===== config.mk =====
export PLATFORM = sky130hd
export DESIGN_NAME = checker_mode_ctrl
export DESIGN_NICKNAME = d
export VERILOG_FILES = /design/src/rtl/checker_mode_ctrl.sv
export SDC_FILE = /design/constraint.sdc
export NUM_CORES = 1
export LEC_CHECK = 0
export ABC_AREA = 0
export CAP_MARGIN = 20
export CORE_MARGIN = 3
export CORE_UTILIZATION = 40
export CTS_CLUSTER_DIAMETER = 30
export DETAILED_ROUTE_END_ITERATION = 12
export PLACE_DENSITY = 0.82
export REMOVE_ABC_BUFFERS = 1
export SYNTH_ARGS = -nofsm -noshare
export SYNTH_HDL_FRONTEND = slang
export SYNTH_SLANG_ARGS = --single-unit

===== constraint.sdc =====
create_clock -name sys_clk -period 2.09 [get_ports sys_clk]
set_input_delay 0.418 -clock sys_clk [delete_from_list [all_inputs] [get_ports sys_clk]]
set_output_delay 0.418 -clock sys_clk [all_outputs]
set_load 0.02 [all_outputs]

===== src/rtl/checker_mode_ctrl.sv =====
// Initiator side of the checker mode interface: starts a mode engine, keeps the
// run alive, relays engine interrupts to the host and captures end/error status.
module checker_mode_ctrl #(
   parameter logic [31:0] TIMEOUT = 32'h0000_0000
) (
   input  logic        sys_clk,
   input  logic        sys_rst,
   input  logic [1:0]  host_mode,
   input  logic [63:0] host_addr,
   input  logic        host_go,
   input  logic        host_stop,
   input  logic        host_irq_ack,
   output logic        host_busy,
   output logic        host_irq,
   output logic        host_done,
   output logic        host_error,
   output logic        host_aborted,
   output logic [63:0] host_data,
   output logic [15:0] host_irq_count,
   output logic [1:0]  mode_mode,
   output logic        mode_start,
   output logic [63:0] mode_addr,
   input  logic        mode_end,
   input  logic [63:0] mode_data,
   input  logic        mode_irq,
   input  logic        mode_error,
   output logic        mode_ack
);

   typedef enum logic [2:0] {
      S_IDLE,
      S_ARM,
      S_RUN,
      S_IRQ,
      S_ACK
   } state_t;

   state_t      state_q, state_d;
   logic        busy_q, busy_d;
   logic        irq_q, irq_d;
   logic        done_q, done_d;
   logic        error_q, error_d;
   logic        aborted_q, aborted_d;
   logic [63:0] data_q, data_d;
   logic [15:0] irq_count_q, irq_count_d;
   logic [1:0]  mode_q, mode_d;
   logic        start_q, start_d;
   logic [63:0] addr_q, addr_d;
   logic        ack_q, ack_d;
   logic [31:0] wdog_q, wdog_d;
   logic        timeout_hit;

   assign timeout_hit = (TIMEOUT != 32'd0) && (wdog_q == (TIMEOUT - 32'd1));

   always_comb begin
      state_d     = state_q;
      irq_d       = irq_q;
      done_d      = done_q;
      error_d     = error_q;
      aborted_d   = aborted_q;
      data_d      = data_q;
      irq_count_d = irq_count_q;
      mode_d      = mode_q;
      start_d     = start_q;
      addr_d      = addr_q;
      ack_d       = 1'b0;
      wdog_d      = wdog_q;

      case (state_q)
         S_IDLE: begin
            start_d = 1'b0;
            if (host_go) begin
               mode_d      = host_mode;
               addr_d      = host_addr;
               done_d      = 1'b0;
               error_d     = 1'b0;
               aborted_d   = 1'b0;
               irq_count_d = 16'd0;
               data_d      = 64'd0;
               wdog_d      = 32'd0;
               start_d     = 1'b1;
               state_d     = S_ARM;
            end
         end
         // The engine may still present the previous run's end flag here.
         S_ARM: begin
            state_d = S_RUN;
         end
         S_RUN: begin
            wdog_d = wdog_q + 32'd1;
            if (host_stop) begin
               aborted_d = 1'b1;
               done_d    = 1'b1;
               start_d   = 1'b0;
               state_d   = S_IDLE;
            end else if (mode_error) begin
               error_d = 1'b1;
               done_d  = 1'b1;
               data_d  = mode_data;
               start_d = 1'b0;
               state_d = S_IDLE;
            end else if (mode_end) begin
               done_d  = 1'b1;
               data_d  = mode_data;
               start_d = 1'b0;
               state_d = S_IDLE;
            end else if (timeout_hit) begin
               error_d = 1'b1;
               done_d  = 1'b1;
               start_d = 1'b0;
               state_d = S_IDLE;
            end else if (mode_irq) begin
               data_d      = mode_data;
               irq_count_d = (irq_count_q == 16'hffff) ? irq_count_q : irq_count_q + 16'd1;
               irq_d       = 1'b1;
               state_d     = S_IRQ;
            end
         end
         S_IRQ: begin
            if (host_stop) begin
               irq_d     = 1'b0;
               aborted_d = 1'b1;
               done_d    = 1'b1;
               start_d   = 1'b0;
               state_d   = S_IDLE;
            end else if (host_irq_ack) begin
               irq_d   = 1'b0;
               ack_d   = 1'b1;
               state_d = S_ACK;
            end
         end
         S_ACK: begin
            state_d = S_RUN;
         end
         default: begin
            state_d = S_IDLE;
            start_d = 1'b0;
            irq_d   = 1'b0;
         end
      endcase

      busy_d = (state_d != S_IDLE);
   end

   always_ff @(posedge sys_clk) begin
      if (sys_rst) begin
         state_q     <= S_IDLE;
         busy_q      <= 1'b0;
         irq_q       <= 1'b0;
         done_q      <= 1'b0;
         error_q     <= 1'b0;
         aborted_q   <= 1'b0;
         data_q      <= 64'd0;
         irq_count_q <= 16'd0;
         mode_q      <= 2'd0;
         start_q     <= 1'b0;
         addr_q      <= 64'd0;
         ack_q       <= 1'b0;
         wdog_q      <= 32'd0;
      end else begin
         state_q     <= state_d;
         busy_q      <= busy_d;
         irq_q       <= irq_d;
         done_q      <= done_d;
         error_q     <= error_d;
         aborted_q   <= aborted_d;
         data_q      <= data_d;
         irq_count_q <= irq_count_d;
         mode_q      <= mode_d;
         start_q     <= start_d;
         addr_q      <= addr_d;
         ack_q       <= ack_d;
         wdog_q      <= wdog_d;
      end
   end

   assign host_busy      = busy_q;
   assign host_irq       = irq_q;
   assign host_done      = done_q;
   assign host_error     = error_q;
   assign host_aborted   = aborted_q;
   assign host_data      = data_q;
   assign host_irq_count = irq_count_q;
   assign mode_mode      = mode_q;
   assign mode_start     = start_q;
   assign mode_addr      = addr_q;
   assign mode_ack       = ack_q;

endmodule


==> metrics list <==
- Clock latency reported for the late side of the worst-skew pair: 410 ps
- Walking the worst path, the cells encountered are clkdlybuf4s50_1.
- Post-CTS timing repair inserted 0 buffers for setup.
- The number of antenna violations at the first check in global routing is 0.
- Hold path startpoint: sys_rst
* Signal arrival time at the worst endpoint: about 1500 ps
* Via count: around 6100
* GRT overflow: 0
- In this run the clock root is driven by a sky130_fd_sc_hd__clkbuf_16.
* Main synth FF type: sky130_fd_sc_hd__dfxtp_1
- Period utilisation layout: about nine tenths
- On the critical path the largest part of the delay comes from buffers and inverters.
* Util after Layout: ~70%
* Number of flip-flops and latches in the synthesized netlist: approximately 160
- Number of warnings reported in the yosys synthesis log: 0
- The worst hold path was traced through 2 stages.
- Counting flops with a built-in enable in the synthesized netlist gives 0.
- The number of buffers and inverters on the critical path is 1.
- Final design area excluding fillers: 0.00981 mm^2
- In this run the deepest clock path goes through 2 buffers.
- Ratio of cells with drive above 1 in the final layout: under 10%
- Sort of element at the end of the critical path: output pin
- In this run the static leakage power is between 0.003 and 0.004 uW.
- Clock sink count: about 160
- Slew at the pin closest to its max-slew limit: about 420 ps
- Final estimated routing congestion in global placement: a little under 0.9
- The total count of hold-check failures in the final report came to 0.
- Each instance of the synthesized netlist takes up on average about 8.2 um^2.
- Initial core utilization: 41.7%
* Data required time of the worst path: roughly 1700 ps
- The area growth from synthesis to layout is 66.5%.
* Max Cap Viol: 0
- Setup repair after global routing left no endpoint under its margin.
* Outcome: finished clean
- The number of antenna diodes in the final layout is 0.
- The number of hold buffers added after CTS was 0.
- Post-placement worst setup slack: -103 ps
- The cell area that synthesis handed to floorplanning was between 0.005 and 0.006 mm^2.
- Time the worst path needs with I/O delays and setup: ~1900 ps
- For hold timing, the worst endpoint is mode_addr[59].
- Power per cell area: 793 mW/mm^2
- Worst reg2reg path startpoint: host_irq_count[9]
- Maximum operating frequency: around 520 MHz
* Core Area: 0.0141 mm^2
- Critical Path Start Type: register
- Global-route wire length before repair: between 20000 and 30000 um
- CP max FO: 6
- The worst path meets setup with around 180 ps of slack.
- Summed over all failing endpoints, the final setup total negative slack is 0 ps.
- Largest net degree at the start of global routing: 92
- The tightest hold path in the finished design has a slack of 349 ps.
- Chip Height: 127 um
* Combined global-route utilization of all metal layers: a little under a quarter
- Kind of path behind the tightest hold check: in2reg
- The critical path is of the reg2out type.
- On the final layout, the worst clock skew is around 9 ps.
- Counting cells, the worst reg-to-reg path comes to 6.
- The share of the Yosys chip area taken by registers is 53.0%.
- The first detailed-routing pass took 5 iterations.
- The number of global-route vias before repair is 5918.
- Count of cell types in the netlist: 43
* Clock-pin slew on the worst setup and hold paths: ~60 ps
- Floorplan die area: between 0.015 and 0.02 mm^2
- Drt wl/cell: ~16 um
- During I/O placement, the number of pins put on the boundary was a little under 300.
- In this run, the number of DRC markers left after iteration 0 of detailed routing was between 200 and 300.
- After legalization and detailed placement, the total HPWL measured roughly 13000 um.
- The routed design has 19200 um of wire.
- Slew HR: between 70% and 80%
* Proportion of register bits with asynchronous set or reset after synthesis: 0%
* Largest stage delay, worst path: between 600 and 700 ps
- TritonCTS built the clock tree.
- Cells after synthesis: between 700 and 800
* Die X: roughly 130 um
* Post-placement cell area: slightly above 0.009 mm^2
* Worst flop-to-flop path endpoint: host_irq_count[14]
* Count of nets after finishing: roughly 1100
- In the routed layout, each cell is associated on average with a via count of between 5 and 6.
* Setup slack on the worst flop-to-flop path: around 270 ps
- Crit path max-delay cell type: sky130_fd_sc_hd__clkdlybuf4s50_1
- Once detail routing completed, the nets flagged for antenna violations numbered 0.
* Number of buffers added on ports: between 200 and 300
* Finish-stage setup viols: 0
- Row generation in the floorplan step produced between 40 and 50 rows.
- The H-tree was split into 4 levels.
* Worst IR drop on VDD: between 0.7 and 0.8 mV
- For this run, design rule violations remaining after detail routing come to 0.
- CTS Buf Count: 17
- Resized Gates After CTS: 0
* Count of pins over their slew limit: 0
[report_power, final]
part	switching [uW]	internal, uW
clock network	1250	2290
logic	552	554
registers	60.4	3080
total	1860	5920
[per-layer routing]
metal	up-vias	GRT usage, %	part of all wire [%]
li1	3002	-	-
met1	2831	26.1	38
met2	277	37.8	48
met3	32	9.91	11
met4	0	8.96	2.3
met5	-	0	0
[cells in the mapped netlist, types with 4 or more instances]
library cell | n | share of area [%]
sky130_fd_sc_hd__nor2_1 | 20 | 1.3
sky130_fd_sc_hd__nand2_1 | 207 | 13
sky130_fd_sc_hd__a21oi_1 | 137 | 12
sky130_fd_sc_hd__buf_1 | 4 | 0.25
sky130_fd_sc_hd__nand3_1 | 73 | 6.2
sky130_fd_sc_hd__a211oi_1 | 5 | 0.64
sky130_fd_sc_hd__xnor2_1 | 12 | 1.8
sky130_fd_sc_hd__clkbuf_1 | 42 | 2.7
sky130_fd_sc_hd__buf_2 | 10 | 0.85
sky130_fd_sc_hd__dfxtp_1 | 156 | 53
sky130_fd_sc_hd__o21ai_0 | 5 | 0.42
[placed cells by master, fill, tap and decap left out, types with 6 or more instances in the layout]
cell                              instances
sky130_fd_sc_hd__clkbuf_16               17
sky130_fd_sc_hd__clkdlybuf4s50_1        289
sky130_fd_sc_hd__dfxtp_1                156
sky130_fd_sc_hd__buf_4                   27
sky130_fd_sc_hd__a21oi_1                137
sky130_fd_sc_hd__nor2_1                  19
sky130_fd_sc_hd__bufinv_16                6
sky130_fd_sc_hd__buf_12                   6
sky130_fd_sc_hd__nand2_1                207
sky130_fd_sc_hd__nand3_1                 73
sky130_fd_sc_hd__xnor2_1                 12
[how the worst max path moves through the flow]
| stage | from | to | slack [ps] | cells after the start |
|---|---|---|---|---|
| after global routing | host_irq_count[0] | host_irq_count[14] | 100 | 8 |
| after floorplan | state_q[0] | host_data[0] | -2020 | 4 |
| after CTS | host_irq_count[4] | host_irq_count[4] | 150 | 1 |
| after detailed placement | host_go | host_irq_count[2] | -100 | 7 |
| after global placement | host_go | host_irq_count[15] | -70 | 7 |
| final | host_irq_count[4] | host_irq_count[4] | 180 | 1 |
[stage by stage]
step / cells / power, uW
floorplan: 666 / 3610
global placement: 1168 / 4300
detailed placement: 1168 / 4310
CTS: 1200 / 7860
global route: 1200 / 8060
finish: 1200 / 7790
[state kept, by name (all words and copies together), names as in the netlist]
name	cells
host_error	1
mode_addr	64
host_busy	1
host_irq	1
host_done	1
host_irq_count	16
host_data	64
mode_mode	2
mode_start	1
host_aborted	1
mode_ack	1
state_q	3
[final cells by class]
type	count	area, um^2
repair buffers	322	3220
fillers	1081	4340
inverters	3	11.3
clock inverters	13	238
flip-flops and latches	156	3120
clock buffers	19	443
multi-input cells	507	2560
well taps	180	225
[cell families after synthesis]
family	share of synthesized area, %
muxes	0.170
adders and majority gates	0.212
buffers and inverters	3.97
AOI/OAI and AO/OA	16.3
and+or+nand+nor	24.6
xor gates and xnor gates	1.78
DFF	53.0
Note: power is estimated with default switching activity, not from simulation.
